**config.mk**
```make
export PLATFORM = sky130hd
export DESIGN_NAME = alu_result_wb_flat
export DESIGN_NICKNAME = d
export VERILOG_FILES = /design/src/rtl/alu_result_wb_if.sv /design/src/rtl/alu_result_wb.sv /design/src/flat_wrapper.sv
export SDC_FILE = /design/constraint.sdc
export NUM_CORES = 1
export LEC_CHECK = 0
export CAP_MARGIN = 25
export CORE_MARGIN = 2
export CORE_UTILIZATION = 42
export DETAILED_ROUTE_END_ITERATION = 12
export HOLD_SLACK_MARGIN = 0.12
export PLACE_DENSITY = 0.81
export SETUP_SLACK_MARGIN = 0.1
export SKIP_LAST_GASP = 1
export SLEW_MARGIN = 10
export SYNTH_ARGS = -nofsm -noshare
export SYNTH_HDL_FRONTEND = slang
export SYNTH_SLANG_ARGS = --single-unit
```
**constraint.sdc**
```tcl
create_clock -name clk -period 2.3 [get_ports clk]
set_input_delay 0.575 -clock clk [delete_from_list [all_inputs] [get_ports clk]]
set_output_delay 0.575 -clock clk [all_outputs]
set_load 0.03 [all_outputs]
```
**src/rtl/alu_result_wb_if.sv**
```systemverilog
// rtl/alu_result_wb_if.sv - ALU result / register write-back signal bundle
//
// Purpose: groups every non-clock, non-reset signal of alu_result_wb.
// Ports (signals):
//   aluResult, aluResultValid      ALU result and its load strobe
//   memRdata, memRvalid            memory read data and its valid pulse
//   pcPlus4, imm                   link value and immediate
//   wbReq, wbSrc, loadSize,        write-back request and its attributes
//   loadUnsigned, rd
//   aluOut                         registered ALU result / memory address
//   regWe, regWaddr, regWdata      register-file write port
//   busy, done                     status
// Modports: slave = write-back unit side, master = core/driver side.
interface alu_result_wb_if #(
  parameter int XLEN      = 32,
  parameter int REGADDR_W = 5
);
  logic [XLEN-1:0]      aluResult;
  logic                 aluResultValid;
  logic [XLEN-1:0]      memRdata;
  logic                 memRvalid;
  logic [XLEN-1:0]      pcPlus4;
  logic [XLEN-1:0]      imm;
  logic                 wbReq;
  logic [1:0]           wbSrc;
  logic [1:0]           loadSize;
  logic                 loadUnsigned;
  logic [REGADDR_W-1:0] rd;
  logic [XLEN-1:0]      aluOut;
  logic                 regWe;
  logic [REGADDR_W-1:0] regWaddr;
  logic [XLEN-1:0]      regWdata;
  logic                 busy;
  logic                 done;

  modport slave (
    input  aluResult, aluResultValid, memRdata, memRvalid, pcPlus4, imm,
           wbReq, wbSrc, loadSize, loadUnsigned, rd,
    output aluOut, regWe, regWaddr, regWdata, busy, done
  );

  modport master (
    output aluResult, aluResultValid, memRdata, memRvalid, pcPlus4, imm,
           wbReq, wbSrc, loadSize, loadUnsigned, rd,
    input  aluOut, regWe, regWaddr, regWdata, busy, done
  );
endinterface

```
**src/rtl/alu_result_wb.sv**
```systemverilog
// rtl/alu_result_wb.sv - ALUOut register and register-file write-back selection
//
// Purpose: holds the ALU result in aluOut, selects the write-back source
// (aluOut, load data, pcPlus4, imm), waits for load data when needed,
// extracts/extends byte, half or word loads and issues a one-cycle write.
// Ports:
//   clk    core clock, rising edge
//   rst_n  asynchronous active-low reset
//   bus    alu_result_wb_if.slave (see interface file for signal list)
module alu_result_wb #(
  parameter int XLEN      = 32,
  parameter int REGADDR_W = 5
) (
  input  logic           clk,
  input  logic           rst_n,
  alu_result_wb_if.slave bus
);

  typedef enum logic [1:0] {
    IDLE     = 2'd0,
    WAIT_MEM = 2'd1,
    WRITE    = 2'd2
  } state_t;

  state_t               state, state_next;
  logic [XLEN-1:0]      alu_out_q;
  logic [XLEN-1:0]      wdata_q;
  logic [REGADDR_W-1:0] waddr_q;
  logic [REGADDR_W-1:0] rd_q;
  logic [1:0]           size_q;
  logic [1:0]           off_q;
  logic                 unsigned_q;
  logic                 capture;
  logic                 mem_accept;
  logic [XLEN-1:0]      src_data;
  logic [XLEN-1:0]      load_data;
  logic [7:0]           load_byte;
  logic [15:0]          load_half;

  // aluOut loads whenever the ALU says so, independent of the FSM.
  always_ff @(posedge clk or negedge rst_n) begin
    if (!rst_n) begin
      alu_out_q <= '0;
    end else if (bus.aluResultValid) begin
      alu_out_q <= bus.aluResult;
    end
  end

  always_ff @(posedge clk or negedge rst_n) begin
    if (!rst_n) begin
      state <= IDLE;
    end else begin
      state <= state_next;
    end
  end

  always_comb begin
    state_next = state;
    capture    = 1'b0;
    mem_accept = 1'b0;
    bus.regWe  = 1'b0;
    bus.done   = 1'b0;
    bus.busy   = 1'b1;
    case (state)
      IDLE: begin
        bus.busy = 1'b0;
        if (bus.wbReq) begin
          capture    = 1'b1;
          state_next = (bus.wbSrc == 2'b01) ? WAIT_MEM : WRITE;
        end
      end
      WAIT_MEM: begin
        if (bus.memRvalid) begin
          mem_accept = 1'b1;
          state_next = WRITE;
        end
      end
      WRITE: begin
        bus.regWe  = (rd_q != '0);
        bus.done   = 1'b1;
        state_next = IDLE;
      end
      default: begin
        state_next = IDLE;
      end
    endcase
  end

  // Non-load sources, sampled on the wbReq edge (aluOut before any update).
  always_comb begin
    src_data = alu_out_q;
    case (bus.wbSrc)
      2'b10:   src_data = bus.pcPlus4;
      2'b11:   src_data = bus.imm;
      default: src_data = alu_out_q;
    endcase
  end

  // Little-endian lane extraction from the word-aligned read data.
  always_comb begin
    load_byte = bus.memRdata[7:0];
    case (off_q)
      2'd1:    load_byte = bus.memRdata[15:8];
      2'd2:    load_byte = bus.memRdata[23:16];
      2'd3:    load_byte = bus.memRdata[31:24];
      default: load_byte = bus.memRdata[7:0];
    endcase
    load_half = off_q[1] ? bus.memRdata[31:16] : bus.memRdata[15:0];
    case (size_q)
      2'b00:   load_data = {{(XLEN-8){~unsigned_q & load_byte[7]}}, load_byte};
      2'b01:   load_data = {{(XLEN-16){~unsigned_q & load_half[15]}}, load_half};
      default: load_data = bus.memRdata;
    endcase
  end

  // waddr_q/wdata_q only change on entry to WRITE, so they hold their last
  // values while a load is outstanding and between requests.
  always_ff @(posedge clk or negedge rst_n) begin
    if (!rst_n) begin
      rd_q       <= '0;
      size_q     <= '0;
      off_q      <= '0;
      unsigned_q <= 1'b0;
      waddr_q    <= '0;
      wdata_q    <= '0;
    end else if (capture) begin
      rd_q       <= bus.rd;
      size_q     <= bus.loadSize;
      off_q      <= alu_out_q[1:0];
      unsigned_q <= bus.loadUnsigned;
      if (bus.wbSrc != 2'b01) begin
        waddr_q <= bus.rd;
        wdata_q <= src_data;
      end
    end else if (mem_accept) begin
      waddr_q <= rd_q;
      wdata_q <= load_data;
    end
  end

  assign bus.aluOut   = alu_out_q;
  assign bus.regWaddr = waddr_q;
  assign bus.regWdata = wdata_q;

endmodule

```
**src/flat_wrapper.sv**
```systemverilog
// flat-port wrapper written by rule: the top's interface ports become plain ports
module alu_result_wb_flat 
#(
  parameter int XLEN      = 32,
  parameter int REGADDR_W = 5
)
  (clk, rst_n, bus_aluResult, bus_aluResultValid, bus_memRdata, bus_memRvalid, bus_pcPlus4, bus_imm, bus_wbReq, bus_wbSrc, bus_loadSize, bus_loadUnsigned, bus_rd, bus_aluOut, bus_regWe, bus_regWaddr, bus_regWdata, bus_busy, bus_done);
  alu_result_wb_if #(.XLEN(XLEN), .REGADDR_W(REGADDR_W)) bus_i ();
  input  logic clk;
  input  logic rst_n;
  input wire logic [$bits(bus_i.aluResult)-1:0] bus_aluResult;
  input wire logic [$bits(bus_i.aluResultValid)-1:0] bus_aluResultValid;
  input wire logic [$bits(bus_i.memRdata)-1:0] bus_memRdata;
  input wire logic [$bits(bus_i.memRvalid)-1:0] bus_memRvalid;
  input wire logic [$bits(bus_i.pcPlus4)-1:0] bus_pcPlus4;
  input wire logic [$bits(bus_i.imm)-1:0] bus_imm;
  input wire logic [$bits(bus_i.wbReq)-1:0] bus_wbReq;
  input wire logic [$bits(bus_i.wbSrc)-1:0] bus_wbSrc;
  input wire logic [$bits(bus_i.loadSize)-1:0] bus_loadSize;
  input wire logic [$bits(bus_i.loadUnsigned)-1:0] bus_loadUnsigned;
  input wire logic [$bits(bus_i.rd)-1:0] bus_rd;
  output wire logic [$bits(bus_i.aluOut)-1:0] bus_aluOut;
  output wire logic [$bits(bus_i.regWe)-1:0] bus_regWe;
  output wire logic [$bits(bus_i.regWaddr)-1:0] bus_regWaddr;
  output wire logic [$bits(bus_i.regWdata)-1:0] bus_regWdata;
  output wire logic [$bits(bus_i.busy)-1:0] bus_busy;
  output wire logic [$bits(bus_i.done)-1:0] bus_done;
  assign bus_i.aluResult = bus_aluResult;
  assign bus_i.aluResultValid = bus_aluResultValid;
  assign bus_i.memRdata = bus_memRdata;
  assign bus_i.memRvalid = bus_memRvalid;
  assign bus_i.pcPlus4 = bus_pcPlus4;
  assign bus_i.imm = bus_imm;
  assign bus_i.wbReq = bus_wbReq;
  assign bus_i.wbSrc = bus_wbSrc;
  assign bus_i.loadSize = bus_loadSize;
  assign bus_i.loadUnsigned = bus_loadUnsigned;
  assign bus_i.rd = bus_rd;
  assign bus_aluOut = bus_i.aluOut;
  assign bus_regWe = bus_i.regWe;
  assign bus_regWaddr = bus_i.regWaddr;
  assign bus_regWdata = bus_i.regWdata;
  assign bus_busy = bus_i.busy;
  assign bus_done = bus_i.done;
  alu_result_wb #(.XLEN(XLEN), .REGADDR_W(REGADDR_W)) u_core (.clk(clk), .rst_n(rst_n), .bus(bus_i));
endmodule
```
Word level (Yosys, flattened, before mapping)
Cells that the tools add are included.
{"block": "totals", "ff_bits": 81, "wordCells": 51, "output_inout_bits": 72}
{"block": "classes", "mux": 21, "bitwise": 3, "eq_ne": 13, "n_reduce_logical": 6}
{"cell": "one-hot mux 32 bit (2 select lines)", "count": 2}
{"cell": "two-way mux 32 bit", "count": 3}
{"cell": "one-hot mux 8 bit (3 select lines)", "count": 1}
{"cell": "two-way mux 16 bit", "count": 1}
{"cell": "two-way mux 5 bit", "count": 3}
{"cell": "equality test 2 bit (second input constant)", "count": 5}
{"cell": "equality test 2 x 1 -> 1 bit (second input constant)", "count": 4}
{"cell": "two-way mux 1 bit", "count": 7}
{"cell": "two-way mux 2 bit", "count": 3}
{"cell": "inequality test 2 bit (second input constant)", "count": 3}
{"cell": "nonzero test 5 bit", "count": 1}
{"cell": "logical NOT 2 bit", "count": 2}
{"cell": "one-hot mux 2 bit (2 select lines)", "count": 1}
{"cell": "AND reduction 2 bit", "count": 2}
{"cell": "bitwise AND 1 bit", "count": 2}
{"cell": "inequality test 2 x 1 -> 1 bit (second input constant)", "count": 1}
{"cell": "nonzero test 2 bit", "count": 1}
{"cell": "inverter 1 bit", "count": 1}

Longest topological paths before layout
Gate-level depths: netlist of run 1.
{"block": "logic_depth", "word_depth": 6, "depth_mapped": 7, "mapped_depth_nobuf": 5}

Worst setup path before layout of run 1
No wires, ideal clock.
{"block": "synth_path", "path_type": "flip-flop to output port", "start": "register u_core.state[1]", "end": "output port bus_regWe", "t_required_ps": 1725, "stages_incl_launch_ff": 5, "setup_slack_ps": 158, "arrival_time_ps": 1567, "n_path_buf": 1, "cell_sequence": "dfrtp_1 clkbuf_1 inv_1 nor2_1 o21a_1"}
{"block": "synth_via", "elab_chain_cells": 2}
{"item": "from (decl)", "line": "alu_result_wb.sv:25", "rtl": "state_t state, state_next;"}
{"item": "from (signal assigned)", "line": "alu_result_wb.sv:53", "rtl": "state <= state_next;"}
{"item": "equality test 2 bit", "line": "alu_result_wb.sv:64", "rtl": "case (state)"}
{"item": "two-way mux 1 bit", "line": "alu_result_wb.sv:64"}
{"item": "to (decl)", "line": "flat_wrapper.sv:23", "rtl": "output wire logic [$bits(bus_i.regWe)-1:0] bus_regWe;"}
Every way passes these cells.

Worst setup path in the final report of run 1
{"block": "layout_path", "start": "register u_core.rd_q[2]", "end": "output port bus_regWe"}
{"block": "layout_via", "elab_chain_cells": 2}
{"item": "from (decl)", "line": "alu_result_wb.sv:29", "rtl": "logic [REGADDR_W-1:0] rd_q;"}
{"item": "from (signal assigned)", "line": "alu_result_wb.sv:127", "rtl": "rd_q <= bus.rd;"}
{"item": "nonzero test 5 bit", "line": "alu_result_wb.sv:79", "rtl": "bus.regWe = (rd_q != '0);"}
{"item": "two-way mux 1 bit", "line": "alu_result_wb.sv:64"}
Every way passes these cells.

==> impl_metrics.toml, run 1 <==
[cts]
cts_root_buf = "clkbuf_16"
clock-sinks = 81
insertion_delay_ns = 0.33
clk_pin_slew_worst_paths_ns = 0.06
cts_max_level = 3
cts_hold_buf = 0
numCtsBuffers = 9
cts_tree = "yes"
clockBufferDepth = 2

[sta]
rsz0062_at_grt = "no"
fmax_ghz = 0.463
finalMaxSlewViolations = 0
fin_crit_sh_pct = 94.0
slew_headroom_pct = 52.3
hold_viol = 0
finClkSkew_ns = 0.00577
whs_ns = 0.191
worst_slew_pin_slew_ns = 0.713
setup_viol = 0
period_minus_slack_ns = 2.16

[setup_path]
crit_arrival_ns = 1.59
worstPathMaxFanout = 2
critPathBufInv = 1
critPathSlowestCell = "or4_4"
start_kind = "flip-flop"
crit_type = "flip-flop to output port"
slowest_delay_ns = 0.54
endpoint_kind = "output port"
crit_family = "simple AND/OR/NAND/NOR gates"
crit_chain = "or4_4 -> o21a_1 -> buf_6"
required_ns = 1.73

[floorplanning]
fp.dieW_um = 110
initial_core_util_pct = 43.2
fp-row-count = 38
die_h_um = 110
die_area_mm2 = 0.0121
design.core.area_mm2 = 0.0109
ios = 215

[outcome]
status = "finished clean"

[detailed_routing]
drt_iter0_drc = 260
wl_per_cell_um = 20.4
dr.pass1.iters = 5
top_layer_used = "met4"
vias_per_cell = 5.66
routed_wl_um = 16800
vias = 4669
wl_met1_um = 7050
drc = 0
met2_length_um = 8330
ant_nets = 0
met3_length_um = 1100

[logic_synthesis]
syn_area_mm2 = 0.00473
ys.warnings.count = 0
syn_nets = 609
yosysSeqAreaShare_pct = 42.9
synthCells = 466
synth.distinct_cells = 43
syn_area_per_cell_um2 = 10.1
async_reset_ff_share_pct = 100
ys.flop_type = "dfrtp_1"
synth-edff-count = 0
ys_ff_latch = 81

[placement]
io_buffers = 214
place_congestion = 0.847
place.detailed.hpwl_um = 13000

[flow_run]
maxCapViolCount = 0

[cells_and_area]
diodes = 0
fin_nets = 823
drive_above_1_share_pct = 15.2
area_delta_synth_final_pct = 57.6

[min_path]
hold_path_class = "input port to asynchronous set/reset pin"

[global_routing]
track_usage_pct = 28.1
grt_pass1_wl_um = 25700
antenna_found_initial = 0
grt-ovfl-total = 0
grt_max_degree = 49
grt_pass1_vias = 4721

[power_and_ir_drop]
powerDensity_mw_per_mm2 = 867
p_total_w = 0.00646
vdd_drop_max_uv = 475
leakage_nw = 3.11
[cells in the mapped netlist, types with 5 or more instances]
| cell type | number | area share (%) |
|---|---|---|
| o21ai_0 | 19 | 2.0 |
| buf_2 | 15 | 1.6 |
| inv_1 | 5 | 0.40 |
| a21oi_1 | 24 | 2.5 |
| o22ai_1 | 6 | 0.79 |
| nand3b_1 | 8 | 1.3 |
| a2bb2oi_1 | 6 | 1.1 |
| mux2_2 | 38 | 9.0 |
| dfrtp_1 | 81 | 43 |
| a211o_1 | 6 | 1.1 |
| nor2_1 | 36 | 2.9 |
| nand2b_1 | 10 | 1.3 |
| clkbuf_1 | 21 | 1.7 |
| mux2i_1 | 33 | 7.0 |
| a22o_1 | 18 | 3.3 |
| nand2_1 | 38 | 3.0 |
| mux4_2 | 6 | 2.9 |
| o22a_1 | 16 | 3.0 |
| o31ai_1 | 10 | 1.6 |
| a211oi_1 | 24 | 3.8 |
| nor3_1 | 13 | 1.4 |
[cell usage in the layout, fill, tap and decap left out, types with 19 or more instances in the layout]
cell type	netlist	layout
clkdlybuf4s50_1	0	208
buf_4	1	27
dfrtp_1	81	81
a21oi_1	24	24
nand2_1	38	38
nor2_1	36	35
o21ai_0	19	19
mux2i_1	33	33
a211oi_1	24	24
mux2_2	38	38
[cells by family (layout without fill, tap and decap cells)]
group                  after synthesis  in the layout  synth area share [%]
multiplexers                        79             79                  19.5
AND/OR/NAND/NOR                    115            115                  11.3
AO/OA/AOI/OAI                      140            140                  21.3
buffers and inverters               51            270                  5.00
flip-flops                          81             81                  42.9
[worst reg2reg max path, stage by stage (launching register included)]
cell	delay, ns
dfrtp_1	0.46
buf_4	0.26
nand2b_1	0.27
a211oi_1	0.08
a2111oi_0	0.54
o31ai_1	0.15
[layout make-up]
class                      instances  area, um^2
sequential                        81        2030
fill                             859        3480
timing repair buffer             246        2450
inverter                           8        30.0
clock buffer                      11         233
clock inverter                     5        56.3
multi-input combinational        334        2480
tap                              140         175
[per-stage QoR]
stage               util [%]  worst slack, ns  cell area (um^2)  cells  setup TNS [ns]
global placement        65.2           -0.269              7130    807           -5.30
global route            68.1           0.0960              7450    825               0
detailed placement      65.3           -0.139              7140    808           -1.87
CTS                     67.9            0.117              7430    824               0
floorplan                  -            0.158              4730    466               0
finish                  68.1            0.138              7450    825               0
[layer usage]
metal	vias up	GRT usage (%)
li1	2164	-
met1	2260	36.8
met2	215	47.1
met3	30	6.47
met4	0	7.05
met5	-	0
[what timing repair did]
action / in CTS / in global routing
setup endpoints to repair: 1 / 17
buffers inserted: 0 / 1
resized for setup: 1 / 5
pin swaps: 0 / 0
hold endpoints to repair: 0 / 0
[path summary, 6_finish.rpt]
check,from,endpoint,slack (ns),cells after the start
worst max-delay path,u_core.rd_q[2],bus_regWe,0.14,3
worst min-delay path,rst_n,u_core.bus.regWdata[8],0.19,1
worst min register to register,u_core.bus.regWaddr[3],u_core.bus.regWaddr[3],0.51,1
worst max register to register,u_core.off_q[1],u_core.bus.regWdata[0],0.41,5
max in group asynchronous,rst_n,u_core.bus.aluOut[22],1.48,2
min in group clk,u_core.bus.regWaddr[3],u_core.bus.regWaddr[3],0.51,1
[flip-flops by register name, summed over array words and instances, names as in the netlist]
name and flops:
u_core.off_q 2, u_core.unsigned_q 1, u_core.bus.regWaddr 5, u_core.bus.regWdata 32, u_core.size_q 2, u_core.state 2
u_core.rd_q 5, u_core.bus.aluOut 32
[power by group]
| part | internal, W | switching [W] | leakage, nW |
|---|---|---|---|
| combinational | 0.00142 | 0.00159 | 2.02 |
| clock | 0.000841 | 0.000586 | 0.139 |
| sequential | 0.00178 | 0.000252 | 0.957 |
| total | 0.00403 | 0.00243 | 3.11 |
No activity file was read; power rests on OpenSTA's default activity.
==> run 2: changes to the inputs <==
Settings changed: CORE_MARGIN 2 to unset.
==> impl_metrics.toml, run 2 (synthesis gave the netlist of run 1 again) <==
[cells_and_area]
drive_above_1_share_pct = 15.5
final_common_cell = "clkdlybuf4s50_1"
layout_common_cells = "clkdlybuf4s50_1, dfrtp_1, nand2_1, mux2_2, nor2_1"
nFillCells = 890
area_delta_synth_final_pct = 55.3
diodes = 0
final_area_mm2 = 0.00735
fin_nets = 824

[flow_run]
maxCapViolCount = 0

[setup_path]
slowest_delay_ns = 0.51
critPathBufInv = 1
worstPathMaxFanout = 2
crit_arrival_ns = 1.61
required_ns = 1.73
start_kind = "flip-flop"
crit_family = "simple AND/OR/NAND/NOR gates"
endpoint_kind = "output port"
critPathSlowestCell = "or4_4"
crit_chain = "or4_4 -> o21a_1 -> buf_6"
crit_type = "flip-flop to output port"

[global_routing]
grt-ovfl-total = 0
grt_pass1_vias = 4891
track_usage_pct = 28.7
grt_max_degree = 45
antenna_found_initial = 0
grt_pass1_wl_um = 25500

[power_and_ir_drop]
intPower_w = 0.00370
vdd_drop_max_uv = 506
pwr-share-seq_pct = 33.7
powerDensity_mw_per_mm2 = 827
leakage_nw = 3.07
p_sw_w = 0.00238
switching_share_pct = 39.2
p_clk_share_pct = 17.5
p_comb_share_pct = 48.8

[placement]
place_area_mm2 = 0.00713
place.detailed.hpwl_um = 12700
dp_slack_ns = -0.0705
place_congestion = 0.901
io_buffers = 214

[floorplanning]
fp.dieW_um = 108
design.core.area_mm2 = 0.0109
die_h_um = 108
ios = 215
initial_core_util_pct = 43.4
fp-row-count = 38
die_area_mm2 = 0.0117

[detailed_routing]
vias = 4714
ant_nets = 0
drc = 0
wl_per_cell_um = 19.9
dr.pass1.iters = 5
vias_per_cell = 5.71
routed_wl_um = 16400
drt_iter0_drc = 300

[sta]
fmax_ghz = 0.459
slew_headroom_pct = 61.8
rsz0062_at_grt = "yes"
finalMaxSlewViolations = 0
setup_viol = 0
final.setup.worst_slack_ns = 0.120
period_minus_slack_ns = 2.18
fin_crit_sh_pct = 94.8
hold_viol = 0
worst_slew_pin_slew_ns = 0.573
finClkSkew_ns = 0.0126

[cts]
cts_max_level = 3
cts_hold_buf = 0
numCtsBuffers = 9
clockBufferDepth = 2
cts_root_buf = "clkbuf_8"
cts_tree = "yes"
clock-sinks = 81
clk_pin_slew_worst_paths_ns = 0.09
insertion_delay_ns = 0.35

[min_path]
hold_path_class = "input port to asynchronous set/reset pin"

[outcome]
status = "finished clean"
## run 2: changes by cell type in the layout (fill, tap and decap cells not counted), sizes merged
cell and delta:
buf +1, clkbuf -1, clkinv -1, clkinvlp +1, inv +1
## run 2: worst register-to-register path, cell delays in order, from the launching register on
cell and delay, ns:
dfrtp_1 0.46, buf_4 0.26, mux2i_1 0.21, o21ai_0 0.10, a2111oi_0 0.52, buf_4 0.20, o31ai_1 0.06
## run 2: metal layers
layer  wire length, um  global-route usage (%)  up-vias
li1                  -                       -     2170
met3              1100                    4.94       43
met1              6700                    35.9     2278
met2              8120                    48.7      223
met4               533                    12.1        0
met5                 0                       0        -
## run 2: repair_timing
action                     CTS  global route
setup endpoints to repair    2             2
gates resized for setup      3             3
buffers inserted             0             1
pin swaps                    0             2
gates cloned                 0             0
## run 2: path summary, 6_finish.rpt
check                           cells after the start                       to              startpoint  slack (ns)
worst max-delay path                                3                bus_regWe          u_core.rd_q[1]        0.12
worst min-delay path                                1  u_core.bus.regWdata[15]                   rst_n        0.20
worst max register to register                      6   u_core.bus.regWdata[0]         u_core.off_q[0]        0.38
worst min register to register                      1   u_core.bus.regWaddr[4]  u_core.bus.regWaddr[4]        0.52
max in group asynchronous                           2  u_core.bus.regWdata[30]                   rst_n        1.48
min in group clk                                    1   u_core.bus.regWaddr[4]  u_core.bus.regWaddr[4]        0.52
## run 2: layout make-up
type                            count  area, um^2  area share (%)
Multi-Input combinational cell    334        2480            33.8
Clock buffer                       10         128            1.74
Timing Repair Buffer              247        2440            33.2
Clock inverter                      6        67.6           0.920
Tap cell                          140         175            2.38
Sequential cell                    81        2030            27.6
Inverter                            8        30.0           0.409
## run 2: power groups by stage
stage	Clock (W)	Combinational (W)	Sequential (W)
2_1_floorplan	0	0.00106	0.00260
3_3_place_gp	0	0.00289	0.00205
3_5_place_dp	0	0.00295	0.00207
4_1_cts	0.00108	0.00296	0.00205
5_1_grt	0.00114	0.00313	0.00209
6_report	0.00106	0.00297	0.00205
## run 2: per-stage QoR
step | util [%] | hold WS [ns] | power [W] | setup TNS (ns) | std cells
after global routing | 67.5 | 0.246 | 0.00637 | 0 | 826
after floorplan | - | 0.279 | 0.00366 | 0 | 466
after detailed placement | 65.5 | 0.482 | 0.00501 | -0.432 | 809
after CTS | 67.4 | 0.230 | 0.00608 | 0 | 825
after global placement | 65.5 | 0.475 | 0.00494 | -0.0960 | 809
final | 67.5 | 0.199 | 0.00608 | 0 | 826
==> run 3: changes to the inputs <==
Settings changed: GPL_ROUTABILITY_DRIVEN set to 0.
==> impl_metrics.toml, run 3 (synthesis gave the netlist of run 1 again) <==
[cells_and_area]
layout_common_cells = "clkdlybuf4s50_1, dfrtp_1, nand2_1, mux2_2, nor2_1"
nFillCells = 864
area_delta_synth_final_pct = 55.7
drive_above_1_share_pct = 15.2
fin_nets = 825
final_area_mm2 = 0.00736
diodes = 0
final_common_cell = "clkdlybuf4s50_1"

[global_routing]
grt-ovfl-total = 0
grt_pass1_wl_um = 25600
antenna_found_initial = 0
track_usage_pct = 29.0
grt_pass1_vias = 4811
grt_max_degree = 45

[placement]
io_buffers = 214
place_area_mm2 = 0.00715
place.detailed.hpwl_um = 12800
dp_slack_ns = -0.0479

[floorplanning]
die_h_um = 108
design.core.area_mm2 = 0.0109
fp-row-count = 38
die_area_mm2 = 0.0117
fp.dieW_um = 108
ios = 215
initial_core_util_pct = 43.4

[setup_path]
crit_chain = "or4_4 -> o21a_1 -> buf_6"
critPathBufInv = 1
worstPathMaxFanout = 2
endpoint_kind = "output port"
start_kind = "flip-flop"
crit_family = "simple AND/OR/NAND/NOR gates"
crit_arrival_ns = 1.62
required_ns = 1.73
slowest_delay_ns = 0.54
crit_type = "flip-flop to output port"
critPathSlowestCell = "or4_4"

[sta]
period_minus_slack_ns = 2.20
slew_headroom_pct = 51.4
rsz0062_at_grt = "yes"
finClkSkew_ns = 0.0101
setup_viol = 0
worst_slew_pin_slew_ns = 0.710
fmax_ghz = 0.455
fin_crit_sh_pct = 95.5
finalMaxSlewViolations = 0
hold_viol = 0
final.setup.worst_slack_ns = 0.103

[cts]
clk_pin_slew_worst_paths_ns = 0.08
numCtsBuffers = 9
cts_setup_buffers = 0
cts_root_buf = "clkbuf_8"
cts_max_level = 3
clock-sinks = 81
cts_tree = "yes"
insertion_delay_ns = 0.36
clockBufferDepth = 2

[detailed_routing]
vias = 4695
dr.pass1.iters = 5
ant_nets = 0
drt_iter0_drc = 257
drc = 0
routed_wl_um = 16600
wl_per_cell_um = 20.1
vias_per_cell = 5.68

[power_and_ir_drop]
leakage_nw = 3.08
p_sw_w = 0.00236
powerDensity_mw_per_mm2 = 826
pwr-share-seq_pct = 33.5
intPower_w = 0.00372
p_comb_share_pct = 49.1
vdd_drop_max_uv = 507
p_clk_share_pct = 17.4
switching_share_pct = 38.9

[min_path]
hold_path_class = "flip-flop to flip-flop"

[outcome]
status = "finished clean"

[flow_run]
maxCapViolCount = 0
[run 3: cell types whose count changed in the layout (fill, tap and decap cells not counted), sizes merged]
cell and change:
clkinv +1, clkinvlp -1, dlygate4sd3 +1, inv -1
[run 3: worst paths after layout]
check	to	slack, ns	depth (start not counted)	start
hold reg to reg	u_core.bus.regWdata[22]	0.51	1	u_core.bus.regWdata[22]
setup / recovery	bus_regWe	0.10	3	u_core.rd_q[2]
min in group asynchronous	u_core.bus.regWdata[9]	0.65	2	rst_n
setup reg to reg	u_core.bus.regWdata[0]	0.22	6	u_core.off_q[0]
max in group asynchronous	u_core.bus.aluOut[23]	1.04	3	rst_n
hold / removal	u_core.bus.regWdata[22]	0.51	1	u_core.bus.regWdata[22]
[run 3: repair_timing]
item,CTS,global route
resized for setup,3,1
endpoints found under the setup margin,2,2
endpoints found under the hold margin,21,0
hold buffers,1,0
[run 3: stage by stage]
step           total power [W]  util (%)  hold slack, ns  std cells  TNS (ns)
2_1_floorplan          0.00366         -           0.279        466         0
3_3_place_gp           0.00495      65.7           0.475        810    -0.275
3_5_place_dp           0.00503      65.7           0.495        810    -0.672
4_1_cts                0.00609      67.6           0.514        826         0
5_1_grt                0.00635      67.6           0.521        826         0
6_report               0.00608      67.6           0.510        826         0
[run 3: power by group through the flow]
stage	clock network [W]	registers, W	logic, W
after floorplan	0	0.00260	0.00106
after global placement	0	0.00204	0.00291
after detailed placement	0	0.00206	0.00297
after CTS	0.00107	0.00203	0.00299
after global routing	0.00113	0.00207	0.00315
final	0.00106	0.00204	0.00299
[run 3: routing by layer]
metal	vias up	global-route usage, %	share of wire, %	routed length (um)
met3	30	5.12	6.4	1070
met1	2299	37.0	41	6870
met4	0	10.7	2.4	401
li1	2165	-	-	-
met2	201	49.2	50	8250
met5	-	0	0	0
[run 3: final cells by class]
class | instances | area, um^2 | area share, %
multi-input combinational | 334 | 2480 | 33.6
timing repair buffer | 248 | 2460 | 33.4
sequential | 81 | 2030 | 27.5
tap | 140 | 175 | 2.38
clock buffer | 10 | 138 | 1.87
clock inverter | 5 | 56.3 | 0.765
inverter | 8 | 30.0 | 0.408
